--- src/rtl/transmisor_panel.sv ---
// Panel-side transmitter: synchronises and debounces sensor/button lines, then
// serialises coalesced events as held command bytes on `dato`.
module transmisor_panel #(
    parameter logic [15:0] DEB_CYCLES = 16'd50000,
    parameter logic [7:0]  HOLD       = 8'd8,
    parameter logic [7:0]  GAP        = 8'd4
) (
    input  logic       CLK_tx,
    input  logic       restart,
    input  logic [3:0] sens_raw,
    input  logic       btn_silenciar,
    input  logic       btn_reinicio,
    output logic [7:0] dato,
    output logic       busy,
    output logic       frame_strobe
);

    localparam int              DW      = $clog2(int'(DEB_CYCLES) + 1);
    localparam logic [DW-1:0]   DEB_TOP = DEB_CYCLES[DW-1:0];
    localparam logic [7:0]      CODE_RST = 8'hC0;
    localparam logic [7:0]      CODE_SIL = 8'h80;

    typedef enum logic [1:0] {S_IDLE, S_SEND, S_GAP} state_t;

    // Bit order: [3:0] sensors, [4] silenciar, [5] reinicio.
    logic [5:0]    sync1, sync2, filt, filt_nxt;
    logic [DW-1:0] deb_cnt [6];
    logic [DW-1:0] deb_cnt_nxt [6];
    logic [2:0]    pend, pend_set, pend_clr;   // {rst, sil, sens}
    state_t        state, state_nxt;
    logic [7:0]    tx_cnt, tx_cnt_nxt, dato_nxt;
    logic          strobe_nxt;

    always_comb begin
        // NOTE: every combinationally written signal gets a default first so no latch is inferred.
        filt_nxt = filt;
        for (int i = 0; i < 6; i++) begin
            deb_cnt_nxt[i] = '0;
            if (sync2[i] != filt[i]) begin
                if (deb_cnt[i] == DEB_TOP - 1'b1) filt_nxt[i] = sync2[i];
                else                              deb_cnt_nxt[i] = deb_cnt[i] + 1'b1;
            end
        end
    end

    assign pend_set = {filt_nxt[5] & ~filt[5],
                       filt_nxt[4] & ~filt[4],
                       |(filt_nxt[3:0] ^ filt[3:0])};

    always_comb begin
        state_nxt  = state;
        dato_nxt   = dato;
        tx_cnt_nxt = tx_cnt;
        strobe_nxt = 1'b0;
        pend_clr   = '0;
        case (state)
            S_IDLE: begin
                dato_nxt = 8'h00;
                if (pend[2]) begin
                    dato_nxt    = CODE_RST;
                    pend_clr[2] = 1'b1;
                end else if (pend[1]) begin
                    dato_nxt    = CODE_SIL;
                    pend_clr[1] = 1'b1;
                end else if (pend[0]) begin
                    dato_nxt    = {4'b0100, filt[3:0]};
                    pend_clr[0] = 1'b1;
                end
                if (|pend) begin
                    strobe_nxt = 1'b1;
                    tx_cnt_nxt = 8'd0;
                    state_nxt  = S_SEND;
                end
            end
            S_SEND: begin
                if (tx_cnt == HOLD - 8'd1) begin
                    dato_nxt   = 8'h00;
                    tx_cnt_nxt = 8'd0;
                    state_nxt  = S_GAP;
                end else begin
                    tx_cnt_nxt = tx_cnt + 8'd1;
                end
            end
            S_GAP: begin
                dato_nxt = 8'h00;
                if (tx_cnt == GAP - 8'd1) begin
                    tx_cnt_nxt = 8'd0;
                    state_nxt  = S_IDLE;
                end else begin
                    tx_cnt_nxt = tx_cnt + 8'd1;
                end
            end
            default: begin
                dato_nxt  = 8'h00;
                state_nxt = S_IDLE;
            end
        endcase
    end

    // NOTE: sequential state uses non-blocking assignments so all flops update from pre-edge values.
    always_ff @(posedge CLK_tx or negedge restart) begin
        if (!restart) begin
            sync1        <= '0;
            sync2        <= '0;
            filt         <= '0;
            // NOTE: the small counter array is reset explicitly; filtering must restart from a known count.
            for (int i = 0; i < 6; i++) deb_cnt[i] <= '0;
            pend         <= '0;
            state        <= S_IDLE;
            tx_cnt       <= 8'd0;
            dato         <= 8'h00;
            frame_strobe <= 1'b0;
        end else begin
            sync1        <= {btn_reinicio, btn_silenciar, sens_raw};
            sync2        <= sync1;
            filt         <= filt_nxt;
            for (int i = 0; i < 6; i++) deb_cnt[i] <= deb_cnt_nxt[i];
            // A set on the same edge as its dispatch clear wins, so no event is lost.
            pend         <= (pend & ~pend_clr) | pend_set;
            state        <= state_nxt;
            tx_cnt       <= tx_cnt_nxt;
            dato         <= dato_nxt;
            frame_strobe <= strobe_nxt;
        end
    end

    assign busy = (state == S_SEND) || (state == S_GAP);

endmodule

--- config.mk ---
export PLATFORM = sky130hd
export DESIGN_NAME = transmisor_panel
export DESIGN_NICKNAME = d
export VERILOG_FILES = /design/src/rtl/transmisor_panel.sv
export SDC_FILE = /design/constraint.sdc
export NUM_CORES = 1
export LEC_CHECK = 0
export CAP_MARGIN = 20
export CORE_AREA = 5 5 198 104
export DETAILED_ROUTE_END_ITERATION = 8
export DIE_AREA = 0 0 203 109
export GPL_TIMING_DRIVEN = 0
export PLACE_DENSITY = 0.54
export SETUP_SLACK_MARGIN = 0.15
export SYNTH_ARGS = -nofsm -noshare
export SYNTH_HDL_FRONTEND = slang
export SYNTH_SLANG_ARGS = --single-unit
--- constraint.sdc ---
create_clock -name CLK_tx -period 2.5 [get_ports CLK_tx]
set_clock_uncertainty 0.1 [all_clocks]
set_input_delay 0.25 -clock CLK_tx [delete_from_list [all_inputs] [get_ports CLK_tx]]
set_output_delay 0.25 -clock CLK_tx [all_outputs]
set_load 0.02 [all_outputs]
# Word-level counts from Yosys, hierarchy flattened
# Cells that the tools add are included.
word_totals:
  word_cells: 100
  mem_bits_ro: 0
  ramBits: 0
  latchBits: 0
  out_inout_bits: 10
  reg_bits: 136
  memories: 0
  inputBits: 8
op_classes:
  n_eq_ne: 19
  n_bitwise: 8
  addsub: 7
  n_lt_le_gt_ge: 0
  muxes: 45
  multipliers: 0
  reduce_logical: 7
  div: 0
  shift: 0
op_table:
  columns: ["cell", "n"]
  rows:
  - ["$mux W16", 12]
  - ["$add A16 B1 Y16 const B", 6]
  - ["$eq A16 B16 Y1 const B", 6]
  - ["$mux W8", 6]
  - ["$pmux W8 S3", 1]
  - ["$mux W1", 18]
  - ["$pmux W8 S2", 1]
  - ["$add A8 B1 Y8 const B", 1]
  - ["$eq A8 B2 Y1 const B", 1]
  - ["$eq A8 B3 Y1 const B", 1]
  - ["$mux W2", 4]
  - ["$mux W7", 1]
  - ["$ne A1 B1 Y1", 6]
  - ["$ne A2 B2 Y1 const B", 3]
  - ["$pmux W2 S3", 1]
  - ["$reduce_or A4 Y1", 1]
  - ["$xor A4 B4 Y4", 1]
  - ["$and A3 B3 Y3", 1]
  - ["$mux W3", 1]
  - ["$not A3 Y3", 1]
  - ["$or A3 B3 Y3", 1]
  - ["$reduce_and A3 Y1", 1]
  - ["$reduce_bool A3 Y1", 1]
  - ["$reduce_or A3 Y1", 1]
  - ["7 further kinds", 9]

# Longest topological paths before layout
# Gate-level depths: netlist (run 1).
depth:
  word_depth: 7
  ltp_mapped: 7
  ltp_nobuf: 6

# Worst setup path before layout (run 1)
# OpenSTA, ideal clock, no wires.
synth_timing:
  path_kind: "register to register"
  from: "register state[1]"
  to: "register tx_cnt[2]"
  slack_ps: 577
  setup_time_ps: 95
  arrival_time_ps: 1728
  path_stages_with_launch: 8
  period_less_slack_ps: 1923
  n_path_buf: 1
  required_time_ps: 2305
  path_cell_list: "dfrtp_1 -> inv_1 -> ha_1 -> buf_2 -> or4b_2 -> o21ai_2 -> o21ai_0 -> o31ai_1"
synth_between:
  elab_chain_cells: 3
  elab_cells_between_ends: 7
  cone_classes: "3 x eq/ne; 1 x mux; 3 x reduce/logical"
synth_lines:
  columns: ["item", "line_no", "text"]
  rows:
  - ["start, declared", "30", "state_t state, state_nxt;"]
  - ["start signal, assigned", "120", "state <= state_nxt;"]
  - ["$eq A2 B1 Y1, or another cell as far along", "56", "case (state)"]
  - ["$reduce_bool A3 Y1 (no source line) or $ne A2 B2 Y1 (tied branches)", null, null]
  - ["$reduce_and A2 Y1 (no source line)", null, null]
  - ["end signal, assigned", "121", "tx_cnt <= tx_cnt_nxt;"]
  - ["end, declared", "31", "logic [7:0] tx_cnt, tx_cnt_nxt, dato_nxt;"]
# Parallel ways exist; a longest one is shown, timed or not.
# A chain may end at the register's enable or synchronous reset.

# Final worst setup path (run 1)
layout_timing:
  from: "register state[0]"
  to: "output busy"
layout_between:
  elab_chain_cells: 2
  elab_cells_between_ends: 3
  cone_classes: "2 x eq/ne; 1 x reduce/logical"
layout_lines:
  columns: ["item", "line_no", "text"]
  rows:
  - ["$eq A2 B1 Y1 or $eq A2 B2 Y1 (tied branches)", "127", "assign busy = (state == S_SEND) || (state == S_GAP);"]
  - ["$logic_or A1 B1 Y1 *", "127", null]
  - ["end, declared", "14", "output logic busy,"]
# Every way passes the cells marked *; elsewhere a longest branch is shown, timed or not.

==> run_results.csv, run 1 <==
group,metric,value,unit
power_and_ir_drop,static-leakage-power,3.111,nW
floorplan,die_height,109,um
synth,synthesis.area,6414,sq um
placed_design,placed_cells_incl_taps,900,
synth,ys_seq_area_frac,0.5228,
placed_design,place_hpwl,9335,um
routing,antenna_left,0,
floorplan,num_io_pins,18,
sta,finalWorstPathRequiredPeriod,2.285,ns
status,status,"finished, final reports clean",
routing,totalWireLength,13300,um
power_and_ir_drop,irDropWorstVdd,0.0004784,V
floorplan,initial_utilization,0.3398,
clock_tree,tritoncts.num_buffers,17,
final_layout,synthToLayoutAreaGrowth,17.23,%
final_layout,final_net_count,691,
final_layout,drive_gt1_frac,0.08759,
placed_design,placer_congestion,0.7998,
clock_tree,clock_tree_from_tritoncts,"done",
floorplan,placeableCoreArea,18870,sq um
synth,yosysMostFrequentCell,"sky130_fd_sc_hd__dfrtp_1",
global_route,global_route.peak_usage_layer,"met1",
global_route,grt_usage,0.1297,
sta,max_freq,437.7,MHz
synth,synthDominantCellAreaShare,0.5228,
placed_design,portBuffers,15,
synth,postSynthCellCount,636,
final_layout,layout.cells.non_filler,932,
synth,synthFlopType,"sky130_fd_sc_hd__dfrtp_1",
sta,timing_max_transition_violations_final,0,
synth,netlist_top_cells_area,"sky130_fd_sc_hd__dfrtp_1 52%, sky130_fd_sc_hd__xor2_1 5.6%, sky130_fd_sc_hd__nor2_1 5.1%",
placed_design,placement_stage_cell_area,6905,sq um
synth,synth.largest_area_cell,"sky130_fd_sc_hd__dfrtp_1",
clock_tree,post_cts_buffers,0,
sta,report.final.setup_viol,0,
power_and_ir_drop,power.density,646.3,nW/um^2
setup_path,critical_path_required,2.15,ns
setup_path,critical_path_class,"flip-flop to output port",
routing,drt_pass1_iterations,5,
setup_path,timing.critical_path.fanout_max,4,
routing,drt-initial-drc-count,265,
setup_path,arrival,1.93,ns
synth,postSynthRegisterBits,134,
clock_tree,clkLatencyLatePin,0.42,ns
final_layout,final_core_util,0.3984,
routing,detail_route.drc_violations,0,
global_route,groute.layer.met2.usage,0.1799,
global_route,grt_util_met3,0.03418,
global_route,grt_pass1_vias,4619,
routing,drt-wirelength-per-cell,14.27,um
hold_path,hp-class,"input pin to flip-flop",
routing,vias,4772,
sta,worst_max_slew_margin_expressed_relative_to_the_limit,0.5147,
synth,yosys_warnings,0,
sta,rsz0062_at_grt,"no",
floorplan,rows,36,
placed_design,preCtsSetupSlack,0.2546,ns
clock_tree,clock_tree.buffer_depth,2,
sta,fin_ws,0.2152,ns
flow_run,drv_cap,0,
clock_tree,cts-root-buf,"sky130_fd_sc_hd__clkbuf_16",
global_route,grt_use_met1,0.1955,
clock_tree,cts.clk_slew.worst_paths,0.06,ns
synth,synth_area_per_cell,10.08,sq um
clock_tree,clock-sinks,134,
clock_tree,cts_htree_levels,4,
global_route,maximum_number_of_pins_on_one_net_before_global_route_repair,85,
global_route,wire_length_of_the_first_global_routing_pass,23310,um
synth,async_reset_ff_frac,1.000,
final_layout,antenna_cells_inserted,0,
sta,final.period_utilization,0.9139,
synth,number_of_distinct_standard_cells_referenced_by_the_synthesized_netlist,53,
sta,final_hold_viol_count,0,
final_layout,layout.cell_area.non_filler,7518,sq um
sta,worst_hold_slack,0.1743,ns
floorplan,design.die.area,22130,sq um
synth,synth_enable_flop_cells,0,
setup_path,start_kind,"flip-flop",
floorplan,die_width,203,um
routing,via_per_inst,5.120,
synth,most_common_library_cells_after_synthesis,"134 x sky130_fd_sc_hd__dfrtp_1, 87 x sky130_fd_sc_hd__nor2_1, 43 x sky130_fd_sc_hd__nand2_1",
setup_path,setup.worst_path.end_class,"output port",
sta,timing_worst_slew_pin_value,0.7213,ns
global_route,initial_antenna_violation_count,0,
global_route,global_route.overflow_total,0,
==> layout make-up <==
type,instances,area (sq um)
inverter,22,82.58
multi-input combinational,460,2895
timing repair buffer,17,188.9
fill,1806,11350
sequential,134,3353
clock buffer,18,439.2
clock inverter,13,147.6
tap,247,309.0
buffer,21,102.6
==> sequential cells by signal, indices dropped and copies added (netlist names) <==
| signal | count |
|---|---|
| filt | 6 |
| tx_cnt | 8 |
| pend | 3 |
| dato | 6 |
| deb_cnt | 96 |
| frame_strobe | 1 |
| state | 2 |
| sync1 | 6 |
| sync2 | 6 |
==> per-stage QoR <==
step,power [W],setup TNS (ns)
detailed placement,0.002418,0
global placement,0.002406,-576.12
CTS,0.004931,0
finish,0.004860,0
floorplan,0.002331,0
global route,0.005059,0
==> report_power, final <==
part / internal, W / leakage [nW] / total, W / switching [W]
Combinational: 0.0000490 / 1.00 / 0.000143 / 0.0000936
Clock: 0.00150 / 0.281 / 0.00248 / 0.000982
Sequential: 0.00220 / 1.83 / 0.00223 / 0.0000296
Total: 0.00375 / 3.11 / 0.00486 / 0.00111
==> kinds of logic (layout without fill, tap and decap cells) <==
family | count (synthesis) | in the layout | share of synthesized area
other | 1 | 2 | 0.0005847
XOR/XNOR | 74 | 74 | 0.1011
buffers and inverters | 43 | 91 | 0.02868
AND/OR/NAND/NOR | 298 | 298 | 0.2487
multiplexers | 7 | 7 | 0.01268
AO/OA/AOI/OAI | 69 | 69 | 0.06594
adder cells (fa/ha/maj) | 10 | 10 | 0.01951
flip-flops | 134 | 134 | 0.5228
==> per-layer routing <==
| metal | vias to the layer above | routed length (um) |
|---|---|---|
| met5 | - | 0 |
| met4 | 0 | 187 |
| met3 | 19 | 503 |
| met2 | 77 | 5522 |
| met1 | 2364 | 7091 |
| li1 | 2312 | - |
==> cell usage in the layout, fill, tap and decap left out, types with 9 or more instances in the layout <==
| master | synthesis | routed |
|---|---|---|
| sky130_fd_sc_hd__dfrtp_1 | 134 | 134 |
| sky130_fd_sc_hd__nor2_1 | 87 | 87 |
| sky130_fd_sc_hd__nand2_1 | 43 | 43 |
| sky130_fd_sc_hd__nand3_1 | 42 | 42 |
| sky130_fd_sc_hd__xor2_1 | 41 | 41 |
| sky130_fd_sc_hd__xnor2_1 | 33 | 33 |
| sky130_fd_sc_hd__nand4_1 | 26 | 26 |
| sky130_fd_sc_hd__o21ai_0 | 24 | 24 |
| sky130_fd_sc_hd__inv_1 | 22 | 22 |
| sky130_fd_sc_hd__a21oi_1 | 20 | 20 |
| sky130_fd_sc_hd__clkbuf_16 | 0 | 17 |
| sky130_fd_sc_hd__and3_1 | 14 | 14 |
| sky130_fd_sc_hd__clkdlybuf4s50_1 | 0 | 14 |
| sky130_fd_sc_hd__and4_1 | 13 | 13 |
| sky130_fd_sc_hd__clkbuf_1 | 12 | 11 |
| sky130_fd_sc_hd__nor3_1 | 10 | 10 |
| sky130_fd_sc_hd__o31ai_1 | 10 | 10 |
| sky130_fd_sc_hd__or4_1 | 10 | 10 |
| sky130_fd_sc_hd__ha_1 | 10 | 10 |
| sky130_fd_sc_hd__nor4_1 | 9 | 9 |
==> final timing paths <==
path                               endpoint         start  slack [ns]  cells after the start
worst max-delay path                   busy      state[0]        0.22                      3
worst min-delay path               sync1[5]  btn_reinicio        0.17                      1
worst max register to register    tx_cnt[2]      state[1]        0.31                      7
worst min register to register     sync2[1]      sync1[1]        0.25                      0
max in group asynchronous       deb_cnt[40]       restart        1.30                      3
min in group asynchronous        deb_cnt[7]       restart        0.23                      2
==> what timing repair did <==
item,4_1_cts,5_1_grt
hold endpoints to repair,50,0
gates resized for setup,0,4
setup endpoints to repair,0,15
hold buffers,1,0
==> worst max-delay path, stage by stage (launching register included) <==
cell and delay [ns]:
sky130_fd_sc_hd__dfrtp_1 0.39, sky130_fd_sc_hd__inv_1 0.08, sky130_fd_sc_hd__ha_1 0.40, sky130_fd_sc_hd__clkdlybuf4s50_1 0.64
Note: power is estimated with default switching activity, not from simulation.
==> inputs of run 2 (changes only) <==
--- a/constraint.sdc
+++ b/constraint.sdc
@@ -3,3 +3,3 @@
 set_input_delay 0.25 -clock CLK_tx [delete_from_list [all_inputs] [get_ports CLK_tx]]
 set_output_delay 0.25 -clock CLK_tx [all_outputs]
-set_load 0.02 [all_outputs]
+set_load 0.1 [all_outputs]
==> run 2 against run 1 <==
Effect of this change: global-route usage unchanged; clock power about the same; worst setup slack better by 0.014 ns; register-to-register slack about the same; clock-buffer cell count unchanged; die area unchanged; sequential cell count unchanged; cell count unchanged; highest routed layer unchanged.
==> run_results.csv, run 2 (same netlist as run 1, synthesis figures left out) <==
group,metric,value,unit
power_and_ir_drop,irDropWorstVdd,0.0004775,V
setup_path,critical_path_required,2.15,ns
routing,drt_pass1_iterations,5,
global_route,grt_pass1_vias,4619,
global_route,groute.layer.met2.usage,0.1799,
sta,worst_hold_slack,0.1748,ns
final_layout,top_register,"deb_cnt",
placed_design,placer_congestion,0.7998,
placed_design,place_hpwl,9335,um
clock_tree,cts-root-buf,"sky130_fd_sc_hd__clkbuf_16",
routing,via_per_inst,5.127,
clock_tree,clock-sinks,134,
clock_tree,clock_tree.buffer_depth,2,
clock_tree,tritoncts.num_buffers,17,
final_layout,drive_gt1_frac,0.08905,
final_layout,final_net_count,691,
final_layout,layout.cell_area.non_filler,7525,sq um
floorplan,placeableCoreArea,18870,sq um
sta,final.period_utilization,0.9083,
sta,rsz0062_at_grt,"no",
final_layout,synthToLayoutAreaGrowth,17.32,%
global_route,wire_length_of_the_first_global_routing_pass,23310,um
setup_path,timing.critical_path.fanout_max,2,
setup_path,crit_path_max_delay_family,"buffers and inverters",
setup_path,worst_path_max_delay_cell,"sky130_fd_sc_hd__clkdlybuf4s50_1",
hold_path,hp-start,"btn_reinicio",
sta,report.final.setup_viol,0,
global_route,maximum_number_of_pins_on_one_net_before_global_route_repair,85,
setup_path,timing.critical_path.from,"dato[6]",
routing,totalWireLength,13310,um
power_and_ir_drop,power.density,647.1,nW/um^2
global_route,global_route.peak_usage_layer,"met1",
floorplan,rows,36,
global_route,grt_usage,0.1297,
floorplan,die_height,109,um
setup_path,critPathBufInv,1,
global_route,initial_antenna_violation_count,0,
routing,vias,4778,
setup_path,timing.critical_path.slowest_cell_delay,1.14,ns
setup_path,start_kind,"flip-flop",
final_layout,antenna_cells_inserted,0,
sta,fin_tns_setup,0,ns
sta,timing_worst_slew_pin_value,0.9670,ns
routing,drt-initial-drc-count,265,
power_and_ir_drop,power,0.004870,W
routing,antenna_left,0,
final_layout,num-fill-cells,1803,
hold_path,hp-class,"input pin to flip-flop",
power_and_ir_drop,static-leakage-power,3.148,nW
final_layout,most-common-layout-cells,"134 x sky130_fd_sc_hd__dfrtp_1, 87 x sky130_fd_sc_hd__nor2_1, 43 x sky130_fd_sc_hd__nand2_1, 42 x sky130_fd_sc_hd__nand3_1, 41 x sky130_fd_sc_hd__xor2_1",
global_route,grt_util_met3,0.03418,
placed_design,portBuffers,15,
floorplan,design.die.area,22130,sq um
clock_tree,post_cts_buffers,0,
flow_run,drv_cap,0,
setup_path,critical_path_class,"flip-flop to output port",
global_route,grt_use_met1,0.1955,
setup_path,crit-reg2reg-launch,"state[1]",
clock_tree,cts.clk_slew.worst_paths,0.06,ns
final_layout,mostFrequentLayoutCell,"sky130_fd_sc_hd__dfrtp_1",
clock_tree,clkLatencyLatePin,0.42,ns
final_layout,largest_register_ff_count,96,
clock_tree,cts_htree_levels,4,
floorplan,num_io_pins,18,
setup_path,setup.worst_path.end_class,"output port",
floorplan,initial_utilization,0.3398,
routing,detail_route.drc_violations,0,
sta,max_freq,440.4,MHz
floorplan,die_width,203,um
placed_design,placement_stage_cell_area,6905,sq um
sta,finalWorstPathRequiredPeriod,2.271,ns
status,status,"finished, final reports clean",
sta,timing_max_transition_violations_final,0,
clock_tree,clock_tree_from_tritoncts,"done",
routing,drt-wirelength-per-cell,14.28,um
setup_path,arrival,1.92,ns
sta,worst_max_slew_margin_expressed_relative_to_the_limit,0.3543,
global_route,global_route.overflow_total,0,
sta,final_hold_viol_count,0,
final_layout,largest_regs,"deb_cnt x96, tx_cnt x8",
setup_path,critical_path_cell_list,"clkdlybuf4s50_1",
-- run 2: area by class of cell --
class | instances | area (sq um) | share of cell area
clock inverters | 13 | 147.6 | 0.01962
flip-flops and latches | 134 | 3353 | 0.4456
repair buffers | 17 | 195.2 | 0.02594
well taps | 247 | 309.0 | 0.04107
multi-input cells | 460 | 2895 | 0.3848
clock buffers | 18 | 439.2 | 0.05836
plain buffers | 21 | 102.6 | 0.01363
inverters | 22 | 82.58 | 0.01097
-- run 2: report_power, final --
group | internal (W) | leakage [nW] | switching (W)
combinational | 0.0000491 | 1.04 | 0.000104
sequential | 0.00220 | 1.83 | 0.0000296
clock | 0.00150 | 0.281 | 0.000981
total | 0.00375 | 3.15 | 0.00112
-- run 2: final timing paths --
kind | to | slack [ns] | cells past startpoint
max | dato[6] | 0.23 | 1
min | sync1[5] | 0.17 | 1
max reg2reg | tx_cnt[2] | 0.31 | 7
min reg2reg | sync2[1] | 0.25 | 0
max in group asynchronous | deb_cnt[40] | 1.30 | 3
min in group asynchronous | deb_cnt[7] | 0.23 | 2
-- run 2: through the flow --
step           utilization  instances  setup WS (ns)
2_1_floorplan            -        637         0.3334
3_3_place_gp        0.3644        899         -4.315
3_5_place_dp        0.3659        900         0.1262
4_1_cts             0.3976        932         0.1543
5_1_grt             0.3987        932         0.1746
6_report            0.3987        932         0.2292
-- run 2: layer usage --
metal	routed length, um	up-vias
li1	-	2313
met1	7065	2361
met2	5525	85
met3	528	19
met4	187	0
met5	0	-
-- run 2: what timing repair did --
item                       CTS  global route
gates cloned                 0             0
hold endpoints to repair    50             0
gates resized for setup      3             6
hold buffers                 1             0
setup endpoints to repair    1            17
==> inputs of run 3 (changes only) <==
SLEW_MARGIN = 0   (was unset)
==> results of run 3 <==
Same layout as run 2: the final DEF is identical, and so are final timing and power.
